===== src/rtl/lfo_pkg.sv =====
// lfo_pkg: shared types and constants for the LFO sequencer slice.
//   lfoState_t      : controller state (IDLE, RUN, DRAIN)
//   FREQ_*          : LFOgen frequency codes
//   SCALE_W/FREQ_W  : LFOgen depth and frequency code widths
//   WAVE_W          : width of LFOgen's signed wave output
package lfo_pkg;

    typedef enum logic [1:0] {
        IDLE  = 2'd0,
        RUN   = 2'd1,
        DRAIN = 2'd2
    } lfoState_t;

    localparam int SCALE_W = 4;
    localparam int FREQ_W  = 4;
    localparam int WAVE_W  = 16;

    localparam logic [FREQ_W-1:0] FREQ_1HZ = 4'd3;
    localparam logic [FREQ_W-1:0] FREQ_4HZ = 4'd13;

endpackage


===== src/rtl/lfo_tick_div.sv =====
// lfo_tick_div: sample-rate divider. While en is high the counter runs
// 0..CYCLES-1 and wraps; strobe is a registered one-cycle pulse that follows
// the terminal count. While en is low the counter is held at 0, no strobes.
//   clk    : system clock
//   rst    : asynchronous active-high reset
//   en     : run enable
//   strobe : one-cycle pulse every CYCLES clocks, first one CYCLES clocks after en rises
module lfo_tick_div #(
    parameter int CYCLES = 136
) (
    input  logic clk,
    input  logic rst,
    input  logic en,
    output logic strobe
);

    localparam int CNT_W = (CYCLES > 2) ? $clog2(CYCLES) : 1;
    localparam logic [CNT_W-1:0] LAST = CNT_W'(CYCLES - 1);

    logic [CNT_W-1:0] count;

    always_ff @(posedge clk or posedge rst) begin
        if (rst) begin
            count  <= '0;
            strobe <= 1'b0;
        end else if (!en) begin
            count  <= '0;
            strobe <= 1'b0;
        end else begin
            strobe <= (count == LAST);
            count  <= (count == LAST) ? '0 : count + CNT_W'(1);
        end
    end

endmodule


===== src/rtl/lfo_ctrl.sv =====
// lfo_ctrl: sequencer and configuration front-end for LFOgen.
//   clk_i          : 6 MHz system clock
//   rst_n_i        : asynchronous reset, ACTIVE HIGH despite the name (matches LFOgen)
//   en_i           : effect enable
//   cfgValid_i/cfgReady_o, freqReq_i, scaleReq_i : one-slot config handshake
//   lfoWave_i, lfoNewVal_i : LFOgen sample and its valid flag
//   fifoUpdate_o   : per-sample strobe to LFOgen
//   freqSetting_o, scaleFactor_o : LFOgen frequency code and (ramped) depth
//   delayOffset_o, delayValid_o  : saturated delay-line read offset and its update pulse
//   busy_o         : controller not idle
//   lfoTimeout_o   : sticky flag, LFOgen failed to answer a strobe in time
//
// state | meaning
// IDLE  | divider stopped, config applied immediately, LFO answers ignored
// RUN   | strobing, depth ramps toward the requested target
// DRAIN | strobing, depth ramps toward 0; leaves to IDLE on a tick at depth 0
module lfo_ctrl
    import lfo_pkg::*;
#(
    parameter int TICK_CYCLES    = 136,
    parameter int RAMP_TICKS     = 4,
    parameter int DELAY_W        = 11,
    parameter int CENTER         = 1024,
    parameter int WAVE_SHIFT     = 6,
    parameter int TIMEOUT_CYCLES = 8,
    parameter logic [FREQ_W-1:0] FREQ_DEFAULT = FREQ_1HZ
) (
    input  logic                     clk_i,
    input  logic                     rst_n_i,
    input  logic                     en_i,
    input  logic                     cfgValid_i,
    output logic                     cfgReady_o,
    input  logic [FREQ_W-1:0]        freqReq_i,
    input  logic [SCALE_W-1:0]       scaleReq_i,
    input  logic signed [WAVE_W-1:0] lfoWave_i,
    input  logic                     lfoNewVal_i,
    output logic                     fifoUpdate_o,
    output logic [FREQ_W-1:0]        freqSetting_o,
    output logic [SCALE_W-1:0]       scaleFactor_o,
    output logic [DELAY_W-1:0]       delayOffset_o,
    output logic                     delayValid_o,
    output logic                     busy_o,
    output logic                     lfoTimeout_o
);

    localparam int SUM_W  = 18;
    localparam int RAMP_W = $clog2(RAMP_TICKS + 1);
    localparam int WD_W   = $clog2(TIMEOUT_CYCLES + 1);
    localparam logic [RAMP_W-1:0] RAMP_LAST = RAMP_W'(RAMP_TICKS - 1);
    // Loaded on the edge after the strobe; counting down to 0 and then one
    // more silent cycle makes the flag rise TIMEOUT_CYCLES clocks after the strobe.
    localparam logic [WD_W-1:0] WD_LOAD = WD_W'(TIMEOUT_CYCLES - 2);
    localparam logic signed [SUM_W-1:0] CENTER_S = SUM_W'(CENTER);
    localparam logic signed [SUM_W-1:0] MAX_S    = SUM_W'((1 << DELAY_W) - 1);

    lfoState_t          state;
    logic               active;
    logic [FREQ_W-1:0]  pendFreq;
    logic [SCALE_W-1:0] pendScale;
    logic [SCALE_W-1:0] scaleTarget;
    logic [SCALE_W-1:0] effTarget;
    logic [RAMP_W-1:0]  rampCnt;
    logic [WD_W-1:0]    wdCnt;
    logic               wdArmed;

    logic signed [SUM_W-1:0] waveExt;
    logic signed [SUM_W-1:0] waveShifted;
    logic signed [SUM_W-1:0] delaySum;
    logic [DELAY_W-1:0]      delaySat;

    assign active = (state != IDLE);

    lfo_tick_div #(
        .CYCLES (TICK_CYCLES)
    ) uTickDiv (
        .clk    (clk_i),
        .rst    (rst_n_i),
        .en     (active),
        .strobe (fifoUpdate_o)
    );

    always_comb begin
        effTarget   = (state == DRAIN) ? '0 : scaleTarget;
        waveExt     = {{(SUM_W - WAVE_W){lfoWave_i[WAVE_W-1]}}, lfoWave_i};
        waveShifted = waveExt >>> WAVE_SHIFT;
        delaySum    = waveShifted + CENTER_S;
        if (delaySum < 0)
            delaySat = '0;
        else if (delaySum > MAX_S)
            delaySat = '1;
        else
            delaySat = delaySum[DELAY_W-1:0];
    end

    always_ff @(posedge clk_i or posedge rst_n_i) begin
        if (rst_n_i) begin
            state         <= IDLE;
            busy_o        <= 1'b0;
            cfgReady_o    <= 1'b1;
            pendFreq      <= '0;
            pendScale     <= '0;
            freqSetting_o <= FREQ_DEFAULT;
            scaleTarget   <= '0;
            scaleFactor_o <= '0;
            rampCnt       <= '0;
            delayOffset_o <= DELAY_W'(CENTER);
            delayValid_o  <= 1'b0;
            wdCnt         <= '0;
            wdArmed       <= 1'b0;
            lfoTimeout_o  <= 1'b0;
        end else begin
            delayValid_o <= 1'b0;

            // Config slot: accept when empty; apply at once in IDLE, otherwise
            // on the edge that ends a strobe cycle so LFOgen keeps the old code
            // for that sample. A request landing on a strobe edge waits a period.
            if (cfgValid_i && cfgReady_o) begin
                pendFreq   <= freqReq_i;
                pendScale  <= scaleReq_i;
                cfgReady_o <= 1'b0;
            end else if (!cfgReady_o && (!active || fifoUpdate_o)) begin
                freqSetting_o <= pendFreq;
                scaleTarget   <= pendScale;
                cfgReady_o    <= 1'b1;
            end

            // Ramp counter idles at 0 while on target, so a new target always
            // takes its first step RAMP_TICKS ticks after it is applied.
            if (fifoUpdate_o) begin
                if (scaleFactor_o == effTarget) begin
                    rampCnt <= '0;
                end else if (rampCnt == RAMP_LAST) begin
                    rampCnt <= '0;
                    if (scaleFactor_o < effTarget)
                        scaleFactor_o <= scaleFactor_o + SCALE_W'(1);
                    else
                        scaleFactor_o <= scaleFactor_o - SCALE_W'(1);
                end else begin
                    rampCnt <= rampCnt + RAMP_W'(1);
                end
            end

            if (active && lfoNewVal_i) begin
                delayOffset_o <= delaySat;
                delayValid_o  <= 1'b1;
            end

            if (!active) begin
                wdArmed <= 1'b0;
            end else if (fifoUpdate_o) begin
                wdArmed <= 1'b1;
                wdCnt   <= WD_LOAD;
            end else if (wdArmed) begin
                if (lfoNewVal_i) begin
                    wdArmed <= 1'b0;
                end else if (wdCnt == '0) begin
                    lfoTimeout_o <= 1'b1;
                    wdArmed      <= 1'b0;
                end else begin
                    wdCnt <= wdCnt - WD_W'(1);
                end
            end

            case (state)
                IDLE: begin
                    if (en_i) begin
                        state        <= RUN;
                        busy_o       <= 1'b1;
                        lfoTimeout_o <= 1'b0;
                    end
                end
                RUN: begin
                    if (!en_i)
                        state <= DRAIN;
                end
                DRAIN: begin
                    if (en_i) begin
                        state <= RUN;
                    end else if (fifoUpdate_o && scaleFactor_o == '0) begin
                        state  <= IDLE;
                        busy_o <= 1'b0;
                    end
                end
                default: begin
                    state  <= IDLE;
                    busy_o <= 1'b0;
                end
            endcase
        end
    end

endmodule


===== config.mk =====
export PLATFORM = sky130hd
export DESIGN_NAME = lfo_ctrl
export DESIGN_NICKNAME = d
export VERILOG_FILES = /design/src/rtl/lfo_pkg.sv /design/src/rtl/lfo_tick_div.sv /design/src/rtl/lfo_ctrl.sv
export SDC_FILE = /design/constraint.sdc
export NUM_CORES = 1
export LEC_CHECK = 0
export ABC_AREA = 1
export CAP_MARGIN = 10
export CORE_ASPECT_RATIO = 0.8
export CORE_MARGIN = 3
export CORE_UTILIZATION = 52
export CTS_BUF_LIST = sky130_fd_sc_hd__clkbuf_8
export CTS_CLUSTER_DIAMETER = 40
export CTS_CLUSTER_SIZE = 14
export DETAILED_ROUTE_END_ITERATION = 10
export PLACE_DENSITY = 0.94
export SLEW_MARGIN = 10
export SYNTH_ARGS = -nofsm -noshare
export SYNTH_HDL_FRONTEND = slang
export SYNTH_SLANG_ARGS = --single-unit

===== constraint.sdc =====
create_clock -name clk_i -period 2.65 [get_ports clk_i]
set_input_delay 0.6625 -clock clk_i [delete_from_list [all_inputs] [get_ports clk_i]]
set_output_delay 0.6625 -clock clk_i [all_outputs]
set_load 0.01 [all_outputs]

After elaboration in Yosys (flattened, before gate mapping)
Cells that the tools add are included.
{ "word_totals": {"output_inout_bits": 24, "word_cells": 95, "inputBits": 29, "regBits": 54} }
{ "classes": {"n_bitwise": 3, "n_mux": 37, "n_lt_le_gt_ge": 3, "reduce_logical": 18, "add_sub_neg": 6, "eq_ne": 12} }
{ "ops": {"columns": ["op", "count"], "rows": [
  ["two-way mux 4 bit", 6],
  ["two-way mux 11 bit", 2],
  ["two-way mux 1 bit", 19],
  ["two-way mux 8 bit", 2],
  ["adder 10 x 12 -> 13 bit (second input constant)", 1],
  ["> comparator 13 x 12 -> 1 bit (second input constant)", 1],
  ["< comparator 13 x 1 -> 1 bit (second input constant)", 1],
  ["adder 8 x 1 -> 8 bit (second input constant)", 1],
  ["== test 8 bit (second input constant)", 1],
  ["zero test 4 bit", 2],
  ["two-way mux 2 bit", 4],
  ["AND reduction 4 bit", 2],
  ["subtractor 4 x 1 -> 4 bit (second input constant)", 2],
  ["two-way mux 3 bit", 2],
  ["inequality test 2 x 1 -> 1 bit (second input constant)", 3],
  ["inequality test 2 bit (second input constant)", 3],
  ["one-hot mux 2 bit (3 select lines)", 1],
  ["AND reduction 3 bit", 2],
  ["nonzero test 2 bit", 3],
  ["adder 4 x 1 -> 4 bit (second input constant)", 1],
  ["== test 4 bit", 1],
  ["logical AND 1 bit", 4],
  ["< comparator 4 bit", 1],
  ["adder 3 x 1 -> 3 bit (second input constant)", 1],
  ["10 further kinds", 13]
]} }

Longest topological paths before layout
{ "depth": {"word_depth": 8, "mapped_depth": 18, "depth_no_buf": 18} }

Hierarchy
A second synthesis with hierarchy kept.
{ "unflattened": {"cells_unflattened": 281, "area_unflattened_um2": 2533.7} }
{ "by_module_without_submodules": {"columns": ["mod", "area_per_inst_um2", "n_inst", "seq_area_each_um2", "cells_per_inst"], "rows": [
  ["lfo_ctrl", 2078.2, 1, 1131.1, 222],
  ["lfo_tick_div", 455.4, 1, 225.2, 59]
]} }

Least setup slack after synthesis
No wires, ideal clock.
{ "synth_path": {"path_kind": "reg-to-reg", "start": "reg state[1]", "end": "reg scaleFactor_o[3]", "path_buffers": 0, "setup_slack_ns": 0.455, "period_less_slack_ns": 2.195, "setup_ns": 0.117, "t_arrival_ns": 2.078, "stages_incl_launch_ff": 17, "required_ns": 2.533, "cell_sequence": "dfrtp_1 > inv_1 > nor2_1 > inv_1 > nand2_1 > ha_1 > a21oi_1 > nand2_1 > ha_1 > nand2_1 > nand2_1 > nor2_1 > inv_1 > nand2_1 > nand3_1 > nand2_1 > nand2_1"} }
{ "synth_via": {"elab_chain_cells": 5, "word_cells_on_any_way": 7} }
{ "synth_lines": {"columns": ["element", "line_no", "source"], "rows": [
  ["start: declaration", "lfo_ctrl.sv:56", "lfoState_t state;"],
  ["start signal: assignment", "lfo_ctrl.sv:97", "state <= IDLE;"],
  ["start signal: assignment", "lfo_ctrl.sv:167", "state <= RUN;"],
  ["start signal: assignment", "lfo_ctrl.sv:174", "state <= DRAIN;"],
  ["== test 2 bit *", "lfo_ctrl.sv:83", "effTarget = (state == DRAIN) ? '0 : scaleTarget;"],
  ["two-way mux 4 bit *", "lfo_ctrl.sv:83", null],
  ["parallel branches: the longest is 3 deep, another holds < comparator 4 bit", null, null],
  ["end signal: assignment", "lfo_ctrl.sv:135", "scaleFactor_o <= scaleFactor_o + SCALE_W'(1);"],
  ["end signal: assignment", "lfo_ctrl.sv:137", "scaleFactor_o <= scaleFactor_o - SCALE_W'(1);"],
  ["end: declaration", "lfo_ctrl.sv:39", "output logic [SCALE_W-1:0] scaleFactor_o,"]
]} }
Mark *: on every way between the ends.
A chain may end at the register's enable or synchronous reset.

Final worst setup path
Ends and elaborated chain as after synthesis.

==> flow_summary_export.csv <==
group,metric,value,unit
clock_network,clock_latency,320,ps
synth,async_flop_share,1.00,
cells_and_area,final_cell_count_no_fill,393,
synth,ys_ff_latch,54,
synth,yosysTopAreaCellShare,0.510,
run_status,status,"completed",
synth,synth_nets,321,
detailed_routing,drt-pass1-iter-count,4,
sta,timing.final.ws_setup,244,ps
synth,ys_seq_area_frac,0.553,
place,preCtsSetupSlack,162,ps
cells_and_area,fin_area,3110,um^2
min_path,hp-class,"flop to flop",
worst_setup_path,path_class,"flop to flop",
worst_setup_path,critPathCaptureType,"flop",
synth,ys.warnings.count,0,
sta,tightest_slew,595,ps
job,cap_violations,0,
floorplan,fp.dieH,67.4,um
place,place_congestion,0.753,
pwr,ir_drop,428,uV
worst_setup_path,cp_max_fo,4,
detailed_routing,wire_per_inst,12.8,um
sta,fin_crit_sh,0.908,
pwr,power_density,668,nW/um^2
cells_and_area,layout-drive-gt1-share,0.0833,
sta,max_freq,0.416,GHz
clock_network,htree_levels,2,
global_route,grt_max_degree,29,
place,dp_cells,382,
detailed_routing,routed_via_density,5.04,
floorplan,rows,21,
worst_setup_path,startpoint_type,"flop",
global_route,grt_use_met3,0.0488,
cells_and_area,antennaDiodeCount,0,
synth,synth_cells,282,
detailed_routing,drt_wl_total,5.04,mm
place,port_buffers,46,
clock_network,cts_root_buf,"clkbuf_8",
detailed_routing,vias,1979,
synth,avgSynthCellArea,8.70,um^2
global_route,grt_pass1_vias,1961,
floorplan,ios,53,
floorplan,initial_core_util,0.563,
global_route,track_usage,0.191,
global_route,antenna_found_initial,0,
worst_setup_path,cp.required,2860,ps
synth,synth_ff_type,"dfrtp_1",
sta,setup_violations,0,
pwr,power.leakage,0.00156,uW
clock_network,cts_buffer_depth,2,
place,dp.final_hpwl,3.75,mm
place,dpl_cell_area,2980,um^2
global_route,grt_overflow,0,
synth,yosysMostFrequentCell,"nand2_1",
global_route,grt-busiest-layer,"met2",
clock_network,cts_hold_buf,0,
sta,finalClockSkew,11.6,ps
sta,drv_slew,0,
clock_network,cts.reportedPaths.clkPinSlew,100,ps
floorplan,die-area,5580,um^2
synth,yosys-top-cells-area,"dfrtp_1 (51%), nand2_1 (13%), inv_1 (5.5%)",
cells_and_area,syn2layout_area_growth,26.8,%
global_route,grtUsageMet2,0.359,
clock_network,numCtsBuffers,5,
detailed_routing,first_iter_violations,93,
sta,period_needed,2410,ps
clock_network,clock_sinks,54,
sta,rsz0062_at_grt,"false",
floorplan,die_width,82.8,um
synth,synth_area,2450,um^2
global_route,grt_pass1_wl,8.41,mm
sta,slew_headroom,0.603,
floorplan,core_area,4360,um^2
synth,synth_common_cells,"nand2_1 (83), dfrtp_1 (50), inv_1 (36)",
sta,timing_hold_violations_final,0,
global_route,met1_usage,0.223,
synth,synth_edf_count,0,
worst_setup_path,cp.arrival,2610,ps
clock_network,cts_tree,"built",
detailed_routing,drc,0,
sta,fin_tns_setup,0,ps
detailed_routing,ant_nets,0,
synth,synth_top_area_cell,"dfrtp_1",
cells_and_area,nets,374,
synth,synth.distinct_cells,28,
-- sequential cells by signal, summed over array words and instances, names as in the netlist, 3 cells and up --
signal / cells
freqSetting_o: 4
delayOffset_o: 11
scaleTarget: 4
pendFreq: 4
scaleFactor_o: 4
wdCnt: 4
pendScale: 4
uTickDiv.count: 8
rampCnt: 3
-- layer usage --
layer | wire (um) | vias to the layer above
met5 | 0 | -
met4 | 45 | 0
met3 | 178 | 4
met2 | 2640 | 42
met1 | 2170 | 940
li1 | - | 993
-- final timing paths --
kind / start / end / slack (ps) / cells past startpoint
worst max-delay path: state[1]$_DFFE_PP0P_ / scaleFactor_o[3]$_DFFE_PP0P_ / 240 / 16
worst min register to register: uTickDiv.count[0]$_DFF_PP0_ / uTickDiv.count[0]$_DFF_PP0_ / 470 / 1
worst max register to register: state[1]$_DFFE_PP0P_ / scaleFactor_o[3]$_DFFE_PP0P_ / 240 / 16
max in group asynchronous: rst_n_i / cfgReady_o$_DFFE_PP1P_ / 1320 / 3
min in group asynchronous: rst_n_i / freqSetting_o[3]$_DFFE_PP0P_ / 710 / 2
worst min-delay path: uTickDiv.count[0]$_DFF_PP0_ / uTickDiv.count[0]$_DFF_PP0_ / 470 / 1
-- timing repair --
item,4_1_cts,5_1_grt
setup endpoints to repair,0,1
resized for setup,0,3
setup buffers,0,3
-- final cells by class --
type,instances,area (um^2)
tap,57,71.3
multi-input combinational,186,941
clock inverter,3,26.3
timing repair buffer,50,503
sequential,54,1360
fill,342,1250
clock buffer,5,68.8
inverter,38,143
-- power breakdown --
part           leakage, uW  switching [uW]  total (uW)  internal [uW]
Sequential        0.000673            76.9        1060            983
Combinational     0.000840             280         537            257
Clock            0.0000491             286         481            195
Total              0.00156             643        2080           1430
-- cell usage in the layout, fill, tap and decap left out, types with 6 or more instances in the layout --
cell type	n
dfrtp_1	49
ha_1	9
nand3_1	10
o21ai_0	13
nor3_1	6
clkdlybuf4s50_1	46
inv_1	35
a21oi_1	11
nand2_1	83
nor2_1	32
-- critical path, cell delays in order, from the launching register on --
cell and delay, ps:
dfrtp_1 390, inv_1 120, nor2_4 50, inv_1 80, nand2_1 70, ha_1 290, a21oi_1 200, nand2_1 160
ha_1 360, nand2_1 80, nand2_1 40, nor2_1 130, inv_1 50, nand2_1 70, nand3_1 70, nand2_1 70
nand2_1 50
-- through the flow --
stage               hold WS, ps  total power [uW]  utilization
floorplan                   431              1360            -
global placement            447              1570        0.684
detailed placement          456              1610        0.684
CTS                         470              2090        0.706
global route                501              2210        0.713
finish                      465              2080        0.713
-- logic make-up after synthesis --
group,Yosys count,share of synthesized area
xor gates and xnor gates,4,0.0143
muxes,1,0.00459
buffers and inverters,42,0.0668
adders and majority gates,10,0.0541
AOI/OAI and AO/OA,31,0.0694
and+or+nand+nor,140,0.238
DFF,54,0.553
No activity file was read; power rests on OpenSTA's default activity.
